--- config.mk ---
export PLATFORM = sky130hd
export DESIGN_NAME = mdc_reorder_out
export DESIGN_NICKNAME = d
export VERILOG_FILES = /design/src/rtl/mdc_reorder_out.sv
export SDC_FILE = /design/constraint.sdc
export NUM_CORES = 1
export LEC_CHECK = 0
export CORE_ASPECT_RATIO = 1.2
export CORE_MARGIN = 2
export CORE_UTILIZATION = 58
export DETAILED_ROUTE_END_ITERATION = 12
export PLACE_DENSITY = 0.78
export SETUP_SLACK_MARGIN = 0.3
export SYNTH_ARGS = -nofsm -noshare
export SYNTH_HDL_FRONTEND = slang
export SYNTH_SLANG_ARGS = --single-unit
export TNS_END_PERCENT = 1
--- constraint.sdc ---
create_clock -name CLK -period 11.35 [get_ports CLK]
set_input_delay 2.27 -clock CLK [delete_from_list [all_inputs] [get_ports CLK]]
set_output_delay 2.27 -clock CLK [all_outputs]
set_load 0.01 [all_outputs]
--- src/rtl/mdc_reorder_out.sv ---
// mdc_reorder_out: output reorder buffer at the tail of the two-lane MDC FFT.
// Accepts sample pairs in bit-reversed frame order (no input backpressure),
// stores each frame in one of two ping-pong banks, and emits the frame in
// natural order on two lanes with a valid/ready handshake.
// Optional build macro MDC_REORDER_ROUND_SHIFT_EN: applies round-half-up
// arithmetic shift by LOG2N to every real/imag component (1/N scaling for IFFT).
module mdc_reorder_out #(
  parameter int LOG2N = 3,
  parameter int DW    = 64
) (
  input  logic          CLK,
  input  logic          RSTn,
  input  logic          IN_VALID,
  input  logic          IN_SOF,
  input  logic [DW-1:0] D0,
  input  logic [DW-1:0] D1,
  output logic          OUT_VALID,
  input  logic          OUT_READY,
  output logic [DW-1:0] Q0,
  output logic [DW-1:0] Q1,
  output logic          OUT_SOF,
  output logic          OUT_EOF,
  output logic          OVF
);

  localparam int N  = 1 << LOG2N;
  localparam int CW = LOG2N - 1;   // pair counter width (N/2 pairs per frame)
  localparam int HW = DW / 2;

  localparam logic [1:0] ST_EMPTY = 2'd0;
  localparam logic [1:0] ST_FILL  = 2'd1;
  localparam logic [1:0] ST_FULL  = 2'd2;
  localparam logic [1:0] ST_DRAIN = 2'd3;

  localparam logic [CW-1:0] ZERO_C = {CW{1'b0}};
  localparam logic [CW-1:0] ONE_C  = CW'(1);
  localparam logic [CW-1:0] LAST_C = {CW{1'b1}};

  // Reverse the bit order of a frame index.
  function automatic logic [LOG2N-1:0] bitrev(input logic [LOG2N-1:0] a);
    logic [LOG2N-1:0] r;
    for (int i = 0; i < LOG2N; i++) begin
      r[i] = a[LOG2N-1-i];
    end
    return r;
  endfunction

`ifdef MDC_REORDER_ROUND_SHIFT_EN
  localparam logic [HW:0] RND = {{HW{1'b0}}, 1'b1} << (LOG2N - 1);

  // (x + 2**(LOG2N-1)) >>> LOG2N on one component; one guard bit avoids wrap.
  function automatic logic [HW-1:0] rnd_shift(input logic [HW-1:0] x);
    logic [HW:0] sum;
    logic [HW:0] sh;
    sum = {x[HW-1], x} + RND;
    sh  = $signed(sum) >>> LOG2N;
    return sh[HW-1:0];
  endfunction

  // Scale both components of a complex word.
  function automatic logic [DW-1:0] scale_word(input logic [DW-1:0] w);
    return {rnd_shift(w[DW-1:HW]), rnd_shift(w[HW-1:0])};
  endfunction
`endif

  // Two banks of N words, addressed {bank, index}.
  logic [DW-1:0] mem [0:2*N-1];

  logic [1:0][1:0] st_r;
  logic [1:0][1:0] st_nx;
  logic            wr_bank_r;
  logic            rd_bank_r;
  logic            out_bank_r;   // bank the pair in the output register came from
  logic            wr_act_r;     // a frame is being written
  logic [CW-1:0]   wr_cnt_r;
  logic [CW-1:0]   rd_cnt_r;

  logic            loadable_s;
  logic            load_s;
  logic            release_s;
  logic            wr_free_s;
  logic            sof_s;
  logic            wr_restart_s;
  logic            wr_start_s;
  logic            wr_drop_s;
  logic            wr_en_s;
  logic            wr_done_s;
  logic [CW-1:0]   wr_c_s;
  logic [DW-1:0]   rd0_s;
  logic [DW-1:0]   rd1_s;

  // Handshake, bank-availability and write-qualification decode.
  always_comb begin
    loadable_s   = (st_r[rd_bank_r] == ST_FULL) || (st_r[rd_bank_r] == ST_DRAIN);
    load_s       = loadable_s && (!OUT_VALID || OUT_READY);
    release_s    = OUT_VALID && OUT_READY && OUT_EOF;
    // A bank freed at this very edge is already usable by an incoming SOF.
    wr_free_s    = (st_r[wr_bank_r] == ST_EMPTY) || (release_s && (out_bank_r == wr_bank_r));
    sof_s        = IN_VALID && IN_SOF;
    wr_restart_s = sof_s && wr_act_r;
    wr_start_s   = sof_s && !wr_act_r && wr_free_s;
    wr_drop_s    = sof_s && !wr_act_r && !wr_free_s;
    wr_en_s      = wr_restart_s || wr_start_s || (IN_VALID && !IN_SOF && wr_act_r);
    wr_c_s       = sof_s ? ZERO_C : wr_cnt_r;
    wr_done_s    = wr_en_s && (wr_c_s == LAST_C);
  end

  // Next per-bank state: release first, then drain start, then write side.
  always_comb begin
    st_nx = st_r;
    if (release_s) begin
      st_nx[out_bank_r] = ST_EMPTY;
    end else begin
      st_nx = st_nx;
    end
    if (load_s) begin
      st_nx[rd_bank_r] = ST_DRAIN;
    end else begin
      st_nx = st_nx;
    end
    if (wr_done_s) begin
      st_nx[wr_bank_r] = ST_FULL;
    end else if (wr_en_s) begin
      st_nx[wr_bank_r] = ST_FILL;
    end else begin
      st_nx = st_nx;
    end
  end

  // Natural-order read of the pair at rd_cnt, optionally scaled.
  always_comb begin
`ifdef MDC_REORDER_ROUND_SHIFT_EN
    rd0_s = scale_word(mem[{rd_bank_r, rd_cnt_r, 1'b0}]);
    rd1_s = scale_word(mem[{rd_bank_r, rd_cnt_r, 1'b1}]);
`else
    rd0_s = mem[{rd_bank_r, rd_cnt_r, 1'b0}];
    rd1_s = mem[{rd_bank_r, rd_cnt_r, 1'b1}];
`endif
  end

  // Bit-reversed write of the incoming pair into the current write bank.
  always_ff @(posedge CLK) begin
    if (wr_en_s) begin
      mem[{wr_bank_r, bitrev({wr_c_s, 1'b0})}] <= D0;
      mem[{wr_bank_r, bitrev({wr_c_s, 1'b1})}] <= D1;
    end
  end

  // Bank state, write pointer/counter and sticky overflow flag.
  always_ff @(posedge CLK or negedge RSTn) begin
    if (!RSTn) begin
      st_r      <= {ST_EMPTY, ST_EMPTY};
      wr_bank_r <= 1'b0;
      wr_act_r  <= 1'b0;
      wr_cnt_r  <= ZERO_C;
      OVF       <= 1'b0;
    end else begin
      st_r <= st_nx;
      OVF  <= OVF | wr_drop_s | wr_restart_s;
      if (wr_done_s) begin
        wr_act_r  <= 1'b0;
        wr_cnt_r  <= ZERO_C;
        wr_bank_r <= ~wr_bank_r;
      end else if (wr_en_s) begin
        wr_act_r <= 1'b1;
        wr_cnt_r <= wr_c_s + ONE_C;
      end
    end
  end

  // Read pointer/counter and the registered output pair.
  always_ff @(posedge CLK or negedge RSTn) begin
    if (!RSTn) begin
      rd_bank_r  <= 1'b0;
      rd_cnt_r   <= ZERO_C;
      out_bank_r <= 1'b0;
      OUT_VALID  <= 1'b0;
      Q0         <= {DW{1'b0}};
      Q1         <= {DW{1'b0}};
      OUT_SOF    <= 1'b0;
      OUT_EOF    <= 1'b0;
    end else if (load_s) begin
      Q0         <= rd0_s;
      Q1         <= rd1_s;
      OUT_SOF    <= (rd_cnt_r == ZERO_C);
      OUT_EOF    <= (rd_cnt_r == LAST_C);
      out_bank_r <= rd_bank_r;
      OUT_VALID  <= 1'b1;
      if (rd_cnt_r == LAST_C) begin
        rd_cnt_r  <= ZERO_C;
        rd_bank_r <= ~rd_bank_r;
      end else begin
        rd_cnt_r <= rd_cnt_r + ONE_C;
      end
    end else if (OUT_READY) begin
      OUT_VALID <= 1'b0;
    end
  end

endmodule

==> impl_metrics.csv, run 1 <==
group,metric,value,unit
worst_hold_path,min-delay-path-class,"flip-flop to flip-flop",
routing,ant_nets,0,
floorplan,floorplan.core_area,73600,um^2
finish,area_growth_syn_to_layout,16.0,%
synth,post_synth_top_cells,"1,024 x edfxtp_1, 271 x nand2_1, 256 x mux4_2",
synth,avgSynthCellArea,21.6,um^2
clock_tree,clk_root_buffer_cell,"clkbuf_16",
floorplan,floorplan.io_pins,265,
clock_tree,cts.sink_count,1168,
finish,final_net_count,2430,
pwr,total_leakage_power,16.7,nW
global_route,grt_pass1_vias,21800,
timing,timing.final.hold_violations,0,
placement,numPortBuffers,264,
pwr,p_comb_share,26.1,%
global_route,met3_track_demand_over_resource_in_global_routing,3.64,%
clock_tree,cts_post_setup_buffers_inserted,0,
setup_path,critical_path_class,"input port to flip-flop",
routing,drc,0,
clock_tree,clk_pin_slew_worst_paths,0.06,ns
synth,syn-num-nets,2138,
pwr,fraction_of_power_spent_switching_nets,28.6,%
synth,synth_compound_area_share,2.62,%
finish,final-instance-count-excl-fill,3328,
timing,period_needed,5.41,ns
placement,dp_cells,3127,
synth,post_synth_cell_types,39,
floorplan,rows,109,
timing,worst_pin_slew,1.16,ns
routing,vias,20600,
pwr,report.power.total,12.2,mW
pwr,cellPowerDensity,243,nW/um^2
clock_tree,worstSkewPairLatency,0.65,ns
synth,synthAdderAreaFrac,0.174,%
timing,rsz0062_at_grt,"false",
setup_path,crit_required,11.62,ns
floorplan,chipWidth,253,um
setup_path,worst_setup_start_kind,"input port",
floorplan,dieHeight,303,um
clock_tree,cts_tree,"done",
synth,post_synth_instance_area,43200,um^2
routing,avgViaCountPerCell,6.18,
clock_tree,cts_resized,0,
synth,synth_top_family_by_area,"multiplexers",
finish,layout-drive-gt1-share,19.2,%
synth,synthMuxAreaShare,13.4,%
synth,ys_top_cells_by_area,"edfxtp_1 71%, mux4_2 13%, dfrtp_1 8.3%",
global_route,grt_most_used_layer,"met2",
synth,asyncSetResetFlopFracSynth,12.3,%
pwr,pwr-share-clk,28.6,%
pwr,power.net_switching,3.49,mW
setup_path,critical_path_arrival,5.68,ns
synth,synth_top_area_share,71.2,%
synth,number_of_storage_elements_in_the_synthesis_netlist,1168,
global_route,pin_count_of_the_biggest_net_entering_global_routing,144,
clock_tree,clock_tree.buffer_depth,3,
pwr,internal_power,8.71,mW
clock_tree,cts_htree_levels,3,
clock_tree,holdBufCountCts,0,
pwr,p_seq_share,45.2,%
routing,average_routed_wire_per_standard_cell,27.2,um
synth,synthDominantAreaCellType,"edfxtp_1",
global_route,grt.met1_usage,32.2,%
floorplan,die_area,76700,um^2
timing,hold-worst-slack,0.462,ns
synth,yosys_warnings,0,
routing,routed_wl,90.4,mm
routing,drt-pass1-iter-count,7,
setup_path,worst_setup_path_end_kind,"flip-flop",
timing,timing.max_slew.rel_slack,22.8,%
global_route,grt_util_met2,42.1,%
global_route,grt.total_usage,24.3,%
synth,syn-instance-count,1999,
run_status,status,"completed",
timing,finalSetupViolations,0,
timing,finalCritPeriodShare,47.7,%
timing,final-max-slew-violation-count,0,
timing,final.setup.tns,0,ns
global_route,globalRouteOverflowTotal,0,
placement,dp_hpwl,50.1,mm
clock_tree,cts_inserted_buffers,105,
job,cap_viol_max_count,0,
synth,synth_simple_gate_area_share,2.80,%
timing,timing.clock.skew,0.0165,ns
global_route,antenna_violations_before_repair,12,
synth,postSynth.topFlopCell,"edfxtp_1",
synth,synth_xor_area_share,0.0405,%
synth,synth_enable_flop_cells,1024,
finish,filler_cell_count,4476,
timing,achievable-frequency,0.185,GHz
synth,share_of_synthesized_area_occupied_by_flip_flops_and_latches,79.5,%
placement,gp_routability_congestion,0.745,
global_route,grt_first_pass_wirelength,137,mm
synth,yosys.cell_count.top_type,"edfxtp_1",
setup_path,critical_path_peak_fanout,53,
routing,dr.first_iter.drc_count,1790,
floorplan,floorplan.initialDensity,58.7,%
pwr,vdd_ir_drop_max,0.163,mV
-- cell usage in the layout, fill, tap and decap left out, drive strengths merged, types with 3 or more instances in the layout --
master / count
a22oi: 128
and2: 8
clkdlybuf4s50: 263
a21oi: 5
nor2: 10
ha: 6
clkbuf: 143
and3: 3
o21bai: 3
bufinv: 8
nand2: 271
buf: 27
dfrtp: 144
diode: 5
edfxtp: 1024
nor2b: 3
clkinv: 33
mux4: 256
inv: 9
o21ai: 3
clkinvlp: 9
-- layout make-up --
cell class | instances | area (um^2) | area share, %
Timing Repair Buffer | 290 | 2880 | 5.74
Inverter | 6 | 22.5 | 0.0449
Multi-Input combinational cell | 720 | 8270 | 16.5
Clock buffer | 143 | 2890 | 5.77
Antenna cell | 5 | 12.5 | 0.0250
Tap cell | 943 | 1180 | 2.35
Clock inverter | 53 | 512 | 1.02
Sequential cell | 1168 | 34400 | 68.5
-- kinds of logic (layout without fill, tap and decap cells) --
kind of cell	count (synthesis)	count (layout)
and+or+nand+nor	304	304
xor gates and xnor gates	2	2
adders and majority gates	6	6
muxes	259	259
DFF	1168	1168
buffers and inverters	111	492
AOI/OAI and AO/OA	149	149
other	0	5
-- stage by stage --
stage	worst slack (ns)	utilization [%]	instance area (um^2)
floorplan	4.60	-	43200
global placement	5.37	63.4	46700
detailed placement	5.28	63.4	46700
CTS	5.98	68.0	50100
global route	5.76	68.1	50100
finish	5.94	68.1	50100
-- per-layer routing --
layer / vias up / routed length [um]
met1: 10900 / 34200
li1: 8719 / -
met4: 14 / 2270
met3: 145 / 6110
met2: 825 / 47700
met5: - / 96
-- final timing paths --
| kind | start | to | slack [ns] | depth (start not counted) |
|---|---|---|---|---|
| worst min-delay path | Q0[1] | Q0[1] | 0.46 | 2 |
| worst max-delay path | OUT_READY | mem[4][56] | 5.94 | 7 |
| worst min register to register | Q0[1] | Q0[1] | 0.46 | 2 |
| max in group asynchronous | RSTn | Q1[50] | 8.36 | 2 |
| min in group asynchronous | RSTn | Q0[21] | 1.64 | 1 |
| worst max register to register | rd_cnt_r[0] | Q1[51] | 7.64 | 5 |
-- critical path, cell delays in order --
cell,delay (ns)
clkdlybuf4s50_1,0.49
and3_1,0.23
nor2b_1,0.29
o311a_1,0.28
and2_4,0.78
buf_4,0.56
buf_4,0.63
-- state kept, by name (all words and copies together), names as in the netlist --
name,count
OUT_SOF,1
wr_act_r,1
Q1,64
OVF,1
Q0,64
rd_cnt_r,2
st_r,4
wr_cnt_r,2
OUT_EOF,1
OUT_VALID,1
wr_bank_r,1
mem,1024
out_bank_r,1
rd_bank_r,1
-- power by group through the flow --
stage,Combinational (mW),Sequential [mW],Clock [mW]
6_report,3.19,5.52,3.49
5_1_grt,3.45,5.57,3.70
4_1_cts,3.26,5.53,3.55
3_5_place_dp,3.23,5.61,0
3_3_place_gp,3.16,5.58,0
2_1_floorplan,2.08,5.58,0
No activity file was read; power rests on OpenSTA's default activity.
==> run 2: changes to the inputs <==
CORE_UTILIZATION = 53   (was 58)
PLACE_DENSITY = 0.75   (was 0.78)
clock period = 4.78 ns   (was 11.35 ns; I/O delays follow)
==> impl_metrics.csv, run 2 (synthesized netlist as in run 1, its figures left out) <==
group,metric,value,unit
setup_path,crit_family,"buffers and inverters",
floorplan,rows,114,
routing,average_routed_wire_per_standard_cell,27.2,um
timing,period_needed,3.17,ns
timing,worst_pin_slew,1.03,ns
global_route,grt_most_used_layer,"met2",
global_route,grt_pass1_vias,22100,
timing,rsz0062_at_grt,"false",
clock_tree,cts_htree_levels,3,
finish,layout_top_registers,"mem: 1024 flops, Q0: 64 flops, Q1: 64 flops",
job,cap_viol_max_count,0,
finish,most_common_cell_after_layout_fill_and_taps_aside,"edfxtp_1",
floorplan,dieHeight,317,um
global_route,met3_track_demand_over_resource_in_global_routing,4.10,%
finish,final-instance-count-excl-fill,3451,
global_route,globalRouteOverflowTotal,0,
floorplan,floorplan.initialDensity,53.6,%
setup_path,critical_path_class,"input port to flip-flop",
setup_path,worst-r2r-cell-count,5,
routing,ant_nets,0,
timing,timing.clock.skew,0.0272,ns
finish,area_growth_syn_to_layout,18.1,%
floorplan,chipWidth,265,um
clock_tree,cts_inserted_buffers,106,
setup_path,critical_path_peak_fanout,27,
finish,finalCoreUtilization,63.3,%
run_status,status,"completed",
global_route,grt.total_usage,22.7,%
clock_tree,cts_tree,"done",
finish,top_register_by_number_of_flip_flops,"mem",
routing,routed_wl,93.8,mm
setup_path,crit_chain,"clkdlybuf4s50_1 -> nand2_1 -> nand2_1 -> inv_1 -> ha_1 -> and2_1 -> o311a_4 -> buf_4",
routing,drc,0,
clock_tree,cts_post_setup_buffers_inserted,0,
placement,dp_hpwl,54.4,mm
finish,largest_register_ffs,1024,
pwr,pwr-share-clk,30.2,%
timing,timing.max_slew.rel_slack,31.2,%
setup_path,worst_setup_path_startpoint,"IN_VALID",
timing,final-max-slew-violation-count,0,
setup_path,critical_path_slowest_stage_cell,"o311a_4",
routing,dr.first_iter.drc_count,1872,
pwr,internal_power,21.5,mW
placement,gp_routability_congestion,0.760,
setup_path,largest_stage_delay_on_the_critical_path,0.57,ns
clock_tree,clk_pin_slew_worst_paths,0.07,ns
pwr,total_leakage_power,17.1,nW
timing,achievable-frequency,0.315,GHz
setup_path,path_buf_inv,3,
global_route,grt_util_met2,41.0,%
setup_path,critical_path_arrival,3.53,ns
routing,drt-pass1-iter-count,5,
timing,finalCritPeriodShare,66.3,%
global_route,pin_count_of_the_biggest_net_entering_global_routing,129,
timing,finalSetupViolations,0,
global_route,antenna_violations_before_repair,15,
setup_path,crit_required,5.14,ns
setup_path,worst_setup_path_end_kind,"flip-flop",
clock_tree,cts_resized,0,
floorplan,floorplan.core_area,80600,um^2
finish,most_frequent_cells_in_the_layout,"1,024 x edfxtp_1, 271 x nand2_1, 263 x clkdlybuf4s50_1",
placement,numPortBuffers,264,
clock_tree,clk_root_buffer_cell,"clkbuf_16",
global_route,grt.met1_usage,28.1,%
setup_path,worst_setup_start_kind,"input port",
pwr,p_seq_share,43.8,%
pwr,vdd_ir_drop_max,0.470,mV
clock_tree,cts.sink_count,1168,
clock_tree,holdBufCountCts,0,
pwr,p_comb_share,26.0,%
pwr,power.net_switching,8.53,mW
worst_hold_path,min-delay-path-class,"input port to async pin",
placement,dp_cells,3248,
clock_tree,worstSkewPairLatency,0.69,ns
floorplan,die_area,83800,um^2
finish,final_net_count,2451,
setup_path,flop_to_flop_setup_slack,2.01,ns
setup_path,regToRegEndpoint,"mem[10][56]",
routing,vias,20800,
finish,layout-drive-gt1-share,20.2,%
global_route,grt_first_pass_wirelength,140,mm
pwr,cellPowerDensity,589,nW/um^2
routing,avgViaCountPerCell,6.03,
setup_path,rr_startpoint,"st_r[1]",
pwr,fraction_of_power_spent_switching_nets,28.4,%
timing,timing.final.hold_violations,0,
setup_path,critical_path.most_common_cell,"nand2_1",
floorplan,floorplan.io_pins,265,
clock_tree,clock_tree.buffer_depth,3,
run 2: layout make-up:
type / instances / area [um^2]
Sequential cell: 1168 / 34400
Fill cell: 5171 / 29600
Multi-Input combinational cell: 720 / 8270
Timing Repair Buffer: 310 / 3280
Clock buffer: 132 / 2860
Tap cell: 1044 / 1310
Clock inverter: 67 / 922
Inverter: 6 / 22.5
Antenna cell: 4 / 10.0
run 2: through the flow:
| step | total power, mW | TNS [ns] | cell area [um^2] | worst slack (ns) | hold slack [ns] |
|---|---|---|---|---|---|
| 6_report | 30.0 | 0 | 51000 | 1.61 | 0.309 |
| 5_1_grt | 31.3 | 0 | 51000 | 1.51 | 0.326 |
| 4_1_cts | 30.3 | 0 | 51000 | 1.69 | 0.291 |
| 3_5_place_dp | 21.3 | 0 | 47200 | 0.972 | 0.456 |
| 3_3_place_gp | 21.0 | 0 | 47200 | 1.10 | 0.451 |
| 2_1_floorplan | 18.2 | -299.16 | 43200 | -0.382 | 0.492 |
run 2: worst max-delay path by stage:
| stage | endpoint | slack [ns] | cells after the start |
|---|---|---|---|
| 3_3_place_gp | mem[3][9] | 1.10 | 8 |
| 2_1_floorplan | mem[12][0] | -0.38 | 4 |
| 4_1_cts | mem[7][15] | 1.69 | 8 |
| 6_report | mem[7][62] | 1.61 | 8 |
| 5_1_grt | mem[3][21] | 1.51 | 8 |
| 3_5_place_dp | mem[3][9] | 0.97 | 8 |
run 2: power groups by stage:
stage | Combinational [mW] | Sequential [mW] | Clock, mW
after floorplan | 4.93 | 13.2 | 0
after global placement | 7.76 | 13.3 | 0
after detailed placement | 7.90 | 13.4 | 0
after CTS | 7.97 | 13.2 | 9.20
after global routing | 8.43 | 13.3 | 9.57
final | 7.82 | 13.1 | 9.07
run 2: per-layer routing:
metal | up-vias | part of all wire (%)
met5 | - | 0.14
met4 | 22 | 2.5
met3 | 161 | 6.2
met2 | 778 | 54
met1 | 11100 | 37
li1 | 8765 | -
==> edit 1, RTL diff (settings of run 2) <==
Set the parameter `DW` to 56 (it was 64).
--- a/src/rtl/mdc_reorder_out.sv
+++ b/src/rtl/mdc_reorder_out.sv
@@ -7,5 +7,5 @@
 module mdc_reorder_out #(
   parameter int LOG2N = 3,
-  parameter int DW    = 64
+  parameter int DW    = 56
 ) (
   input  logic          CLK,
Interface: changed (resized D0, D1, Q0 and Q1); port bits go from 265 to 233. The function was not compared with the original's and may differ.
==> edit 1 against run 2 <==
- wire length decreased by 16%
- sequential power decreased by 13%
- synthesized cell count down 12%
- sequential cell count decreased by 144
- first-iteration DRC count shrank 4.4%
- final area is 12% lower
- setup slack better by 0.025 ns
- synthesized area down 12%
- power is 14% lower
- largest cell class unchanged
==> edit 1: results (changes against run 2) <==
total CTS buffers=92 (-13%); R2R Path End=mem[5][25]; reg2reg start=wr_bank_r; reg2reg setup slack=1.79 ns (-0.22 ns); placed insts=2866 (-12%); initial antenna violation count=13 (-2); share of layout cells above drive strength 1=19.9% (-0.36 points); Rel. slew slack=28.1% (-3.2 points); largest fanout on the critical path=35 (+30%); biggest regs=mem (896), Q0 (56), Q1 (56); number of enable flip-flop cells after synthesis=896 (-13%); HPWL Detailed=45400 µm (-17%); PortBufs=232 (-12%); top cells by area, synth=edfxtp_1, mux4_2, dfrtp_1, nand2_1, a22oi_1; Total GRT Usage=22.0% (-0.75 points); post-route insts no fill=3038 (-12%); initial DRC count=1790 (-4.4%); status=complete, no violations; Yosys top cell area share=71.2% (about the same); CP max stage cell=o21ai_4; Worst Skew=0.0237 ns (-0.00352 ns); Leak=14.9 nW (-13%); CTS clk-pin slew, worst paths=0.06 ns; Worst IR Drop VDD=0.000409 V (-13%); Yosys cell types=34 (-13%); syn_nets=1886 (-12%); top cells by count, synth=edfxtp_1, nand2_1, mux4_2; Nets=2157 (-12%); Synth Area per Inst=21.4 µm² (-0.76%); Critical Path AT=3.47 ns (-0.06 ns); Psw=7.35 mW (-14%); share of async-settable or async-resettable flops after synthesis=12.5% (+0.17 points); vias in the first global route=18900 (-15%); Total Wirelength=79100 µm (-16%); worst skew pair latency=0.66 ns (-0.03 ns); Min Hold Slack=0.302 ns (-0.00700 ns); CP max stage delay=0.63 ns (+0.06 ns); largest net degree at the start of global routing=113 (-12%); sequential fraction of the synthesis area=79.6% (+0.11 points); total number of vias=18200 (-12%); first-pass GRT wire length=119000 µm (-15%)
==> edit 1: critical path: cells and delay by family <==
family	cells	cell delay, ns
adder cells (fa/ha/maj)	1	0.34
buffers and inverters	3	0.90
AND/OR/NAND/NOR	4	0.60
AO/OA/AOI/OAI	1	0.63
==> edit 1: cell type report <==
class | count | area (µm²)
Sequential cell | 1024 | 30100
Multi-Input combinational cell | 643 | 7310
Clock inverter | 53 | 663
Antenna cell | 3 | 7.51
Inverter | 5 | 18.8
Fill cell | 4579 | 26100
Timing Repair Buffer | 268 | 2920
Clock buffer | 116 | 2530
Tap cell | 926 | 1160
==> edit 1: power by group through the flow <==
stage	Sequential (mW)	Clock (mW)	Combinational [mW]
6_report	11.4	7.71	6.82
3_5_place_dp	11.6	0	6.88
4_1_cts	11.4	7.82	6.95
5_1_grt	11.5	8.16	7.37
2_1_floorplan	11.4	0	4.23
3_3_place_gp	11.5	0	6.76
==> edit 1: per-stage QoR <==
stage	cell area, µm²	power, mW
final	44700	25.9
after global routing	44700	27.0
after CTS	44700	26.2
after detailed placement	41500	18.4
after global placement	41500	18.3
after floorplan	37800	15.7
==> edit 1: worst max path at each step <==
stage / to / slack (ns) / cells past startpoint
after floorplan: mem[11][0] / 0.05 / 6
after global placement: mem[3][53] / 1.04 / 9
after detailed placement: mem[7][35] / 1.02 / 9
after CTS: mem[7][39] / 1.69 / 9
after global routing: mem[7][25] / 1.48 / 9
final: mem[7][25] / 1.64 / 9
==> edit 1: kinds of logic (layout without fill, tap and decap cells) <==
family | after synthesis | in the layout | synth area share (%)
compound gates | 136 | 136 | 2.63
xor+xnor | 3 | 3 | 0.0695
fa+ha+maj | 6 | 6 | 0.199
buf+inv | 96 | 442 | 1.24
flops | 1024 | 1024 | 79.6
mux | 225 | 225 | 13.4
other cells | 0 | 3 | 0
simple gates | 273 | 273 | 2.86
==> edit 1: routing by layer <==
metal	global-route usage (%)	up-vias	part of all wire, %
met1	29.7	9670	39
met3	4.76	103	7.6
met4	5.55	16	1.5
li1	-	7717	-
met5	0	-	0.14
met2	36.8	732	52
==> edit 2, RTL diff (flow settings as in run 2) <==
Made on the original files. Put one more register stage on the output `OVF`, without a reset. The value now appears one clock later. The other outputs are not delayed to match.
--- a/src/rtl/mdc_reorder_out.sv
+++ b/src/rtl/mdc_reorder_out.sv
@@ -37,4 +37,6 @@
   localparam logic [CW-1:0] LAST_C = {CW{1'b1}};
 
+  logic OVF_s0;
+
   // Reverse the bit order of a frame index.
   function automatic logic [LOG2N-1:0] bitrev(input logic [LOG2N-1:0] a);
@@ -154,8 +156,8 @@
       wr_act_r  <= 1'b0;
       wr_cnt_r  <= ZERO_C;
-      OVF       <= 1'b0;
+      OVF_s0    <= 1'b0;
     end else begin
       st_r <= st_nx;
-      OVF  <= OVF | wr_drop_s | wr_restart_s;
+      OVF_s0 <= OVF_s0 | wr_drop_s | wr_restart_s;
       if (wr_done_s) begin
         wr_act_r  <= 1'b0;
@@ -198,4 +200,8 @@
   end
 
+  always_ff @(posedge CLK) begin
+    OVF <= OVF_s0;
+  end
+
 endmodule
 
Behaviour: not the same (Yosys sat finds a counterexample within 4 cycles, from zero or initial values and one cycle with RSTn low).
==> edit 2 against run 2 <==
- setup slack improved by 0.078 ns
- synthesized area barely moved
- wire length fell by 2.1%
- utilization fell by 0.39 points
- hold slack improved by 0.065 ns
- sequential cell count rose by 1
- power fell by 2.3%
- final area fell by 0.44%
- largest power group unchanged
- highest routed layer unchanged
==> edit 2: results (changes against run 2) <==
status=complete, no violations; CP max stage cell=and2_4; top cells by count, synth=edfxtp_1, nand2_1, mux4_2; Nets=2455 (+0.16%); vias in the first global route=22100 (-0.27%); PortBufs=264 (unchanged); # Post-CTS Setup Buffers=0 (unchanged); share of async-settable or async-resettable flops after synthesis=12.3% (about the same); placed insts=3251 (+0.092%); CTS clk-pin slew, worst paths=approximately 0.06 ns; worst skew pair latency=0.67 ns (-0.02 ns); CTS H-tree depth=3 (unchanged); biggest regs=mem (1024), Q0 (64), Q1 (64); drt pass-1 iters=5 (unchanged); Yosys cell types=40 (+2.6%); Min-Delay Path Class=input pin to async pin; initial DRC count=1852 (-1.1%); total CTS buffers=107 (+0.94%); Worst Skew=0.0156 ns (-0.0116 ns); GP Congestion=0.761 (+0.17%); number of enable flip-flop cells after synthesis=1024 (unchanged); first-pass GRT wire length=139000 µm (-1.2%); initial antenna violation count=12 (-3); Clk Tree Root Cell=clkbuf_16; Worst IR Drop VDD=0.000459 V (-2.4%); CP max stage delay=0.63 ns (+0.06 ns); Leak=17.0 nW (-0.58%); count of mapped cells out of synthesis=2000 (+0.050%); deepest clock path buffer count=3 (unchanged); syn_nets=2139 (+0.047%); Rel. slew slack=25.6% (-5.6 points); Fillers=5288 (+2.3%); largest net degree at the start of global routing=77 (-40%); share of layout cells above drive strength 1=20.1% (-0.13 points); Critical Path AT=3.42 ns (-0.11 ns); sequential fraction of the synthesis area=79.5% (about the same); Total Wirelength=91800 µm (-2.1%); Synth Warn #=0 (unchanged); Vias per Instance=6.02 (-0.25%); top cells by area, synth=edfxtp_1, mux4_2, dfrtp_1, nand2_1, a22oi_1; Total GRT Usage=22.2% (-0.50 points); wire per inst=26.6 µm (-2.2%); DP Worst Slack=1.04 ns (+0.0632 ns); largest fanout on the critical path=49 (+81%); post-CTS resize count=0 (unchanged); HPWL Detailed=53800 µm (-1.1%)
[edit 2: changes by cell type after synthesis, sizes merged]
cell / run 2 / this run
dfxtp: 0 / 1
[edit 2: worst paths after layout]
path	startpoint	to	slack, ns	cells past startpoint
setup / recovery	OUT_READY	mem[13][47]	1.69	6
hold / removal	RSTn	Q0[22]	0.37	1
setup reg to reg	st_r[1]	mem[13][47]	2.01	5
hold reg to reg	OVF_s0	OVF	0.42	0
max in group asynchronous	RSTn	Q0[37]	3.44	2
min in group CLK	OVF_s0	OVF	0.42	0
[edit 2: layout make-up]
cell class                      instances  area, µm²  share of cell area, %
Timing Repair Buffer                  312       3320                   6.53
Multi-Input combinational cell        720       8270                   16.3
Sequential cell                      1169      34400                   67.7
Antenna cell                            2       5.00                0.00985
Tap cell                             1044       1310                   2.57
Inverter                                6       22.5                 0.0443
Clock buffer                          142       2890                   5.69
Clock inverter                         60        613                   1.21
[edit 2: cell families after synthesis]
family,synth area share [%]
XOR/XNOR,0.0405
AO/OA/AOI/OAI,2.62
flip-flops,79.5
buffers and inverters,1.44
AND/OR/NAND/NOR,2.80
multiplexers,13.4
adder cells (fa/ha/maj),0.174
[edit 2: worst max-delay path: cells and delay by family]
kind	cells	cell delay [ns]
simple gates	3	1.03
buf+inv	2	0.88
compound gates	1	0.49
[edit 2: through the flow]
step / cell area (µm²) / TNS (ns) / utilization, % / total power [mW]
finish: 50800 / 0 / 62.9 / 29.4
detailed placement: 47300 / 0 / 58.6 / 21.2
CTS: 50800 / 0 / 62.9 / 29.7
global placement: 47300 / 0 / 58.6 / 21.0
global route: 50800 / 0 / 62.9 / 30.6
floorplan: 43200 / -299.16 / - / 18.2
[edit 2: report_power, final]
group          internal [mW]  switching [mW]  total, mW
clock                   4.82            3.61       8.43
combinational           3.79            3.92       7.72
sequential              12.4           0.858       13.2
[edit 2: routing by layer]
metal,share of wire [%],wire length [µm],track usage (%),up-vias
met5,0.14,131,0,-
li1,-,-,-,8791
met3,7.0,6450,4.44,130
met2,52,47700,38.2,759
met4,1.9,1710,6.14,20
met1,39,35900,29.4,11100
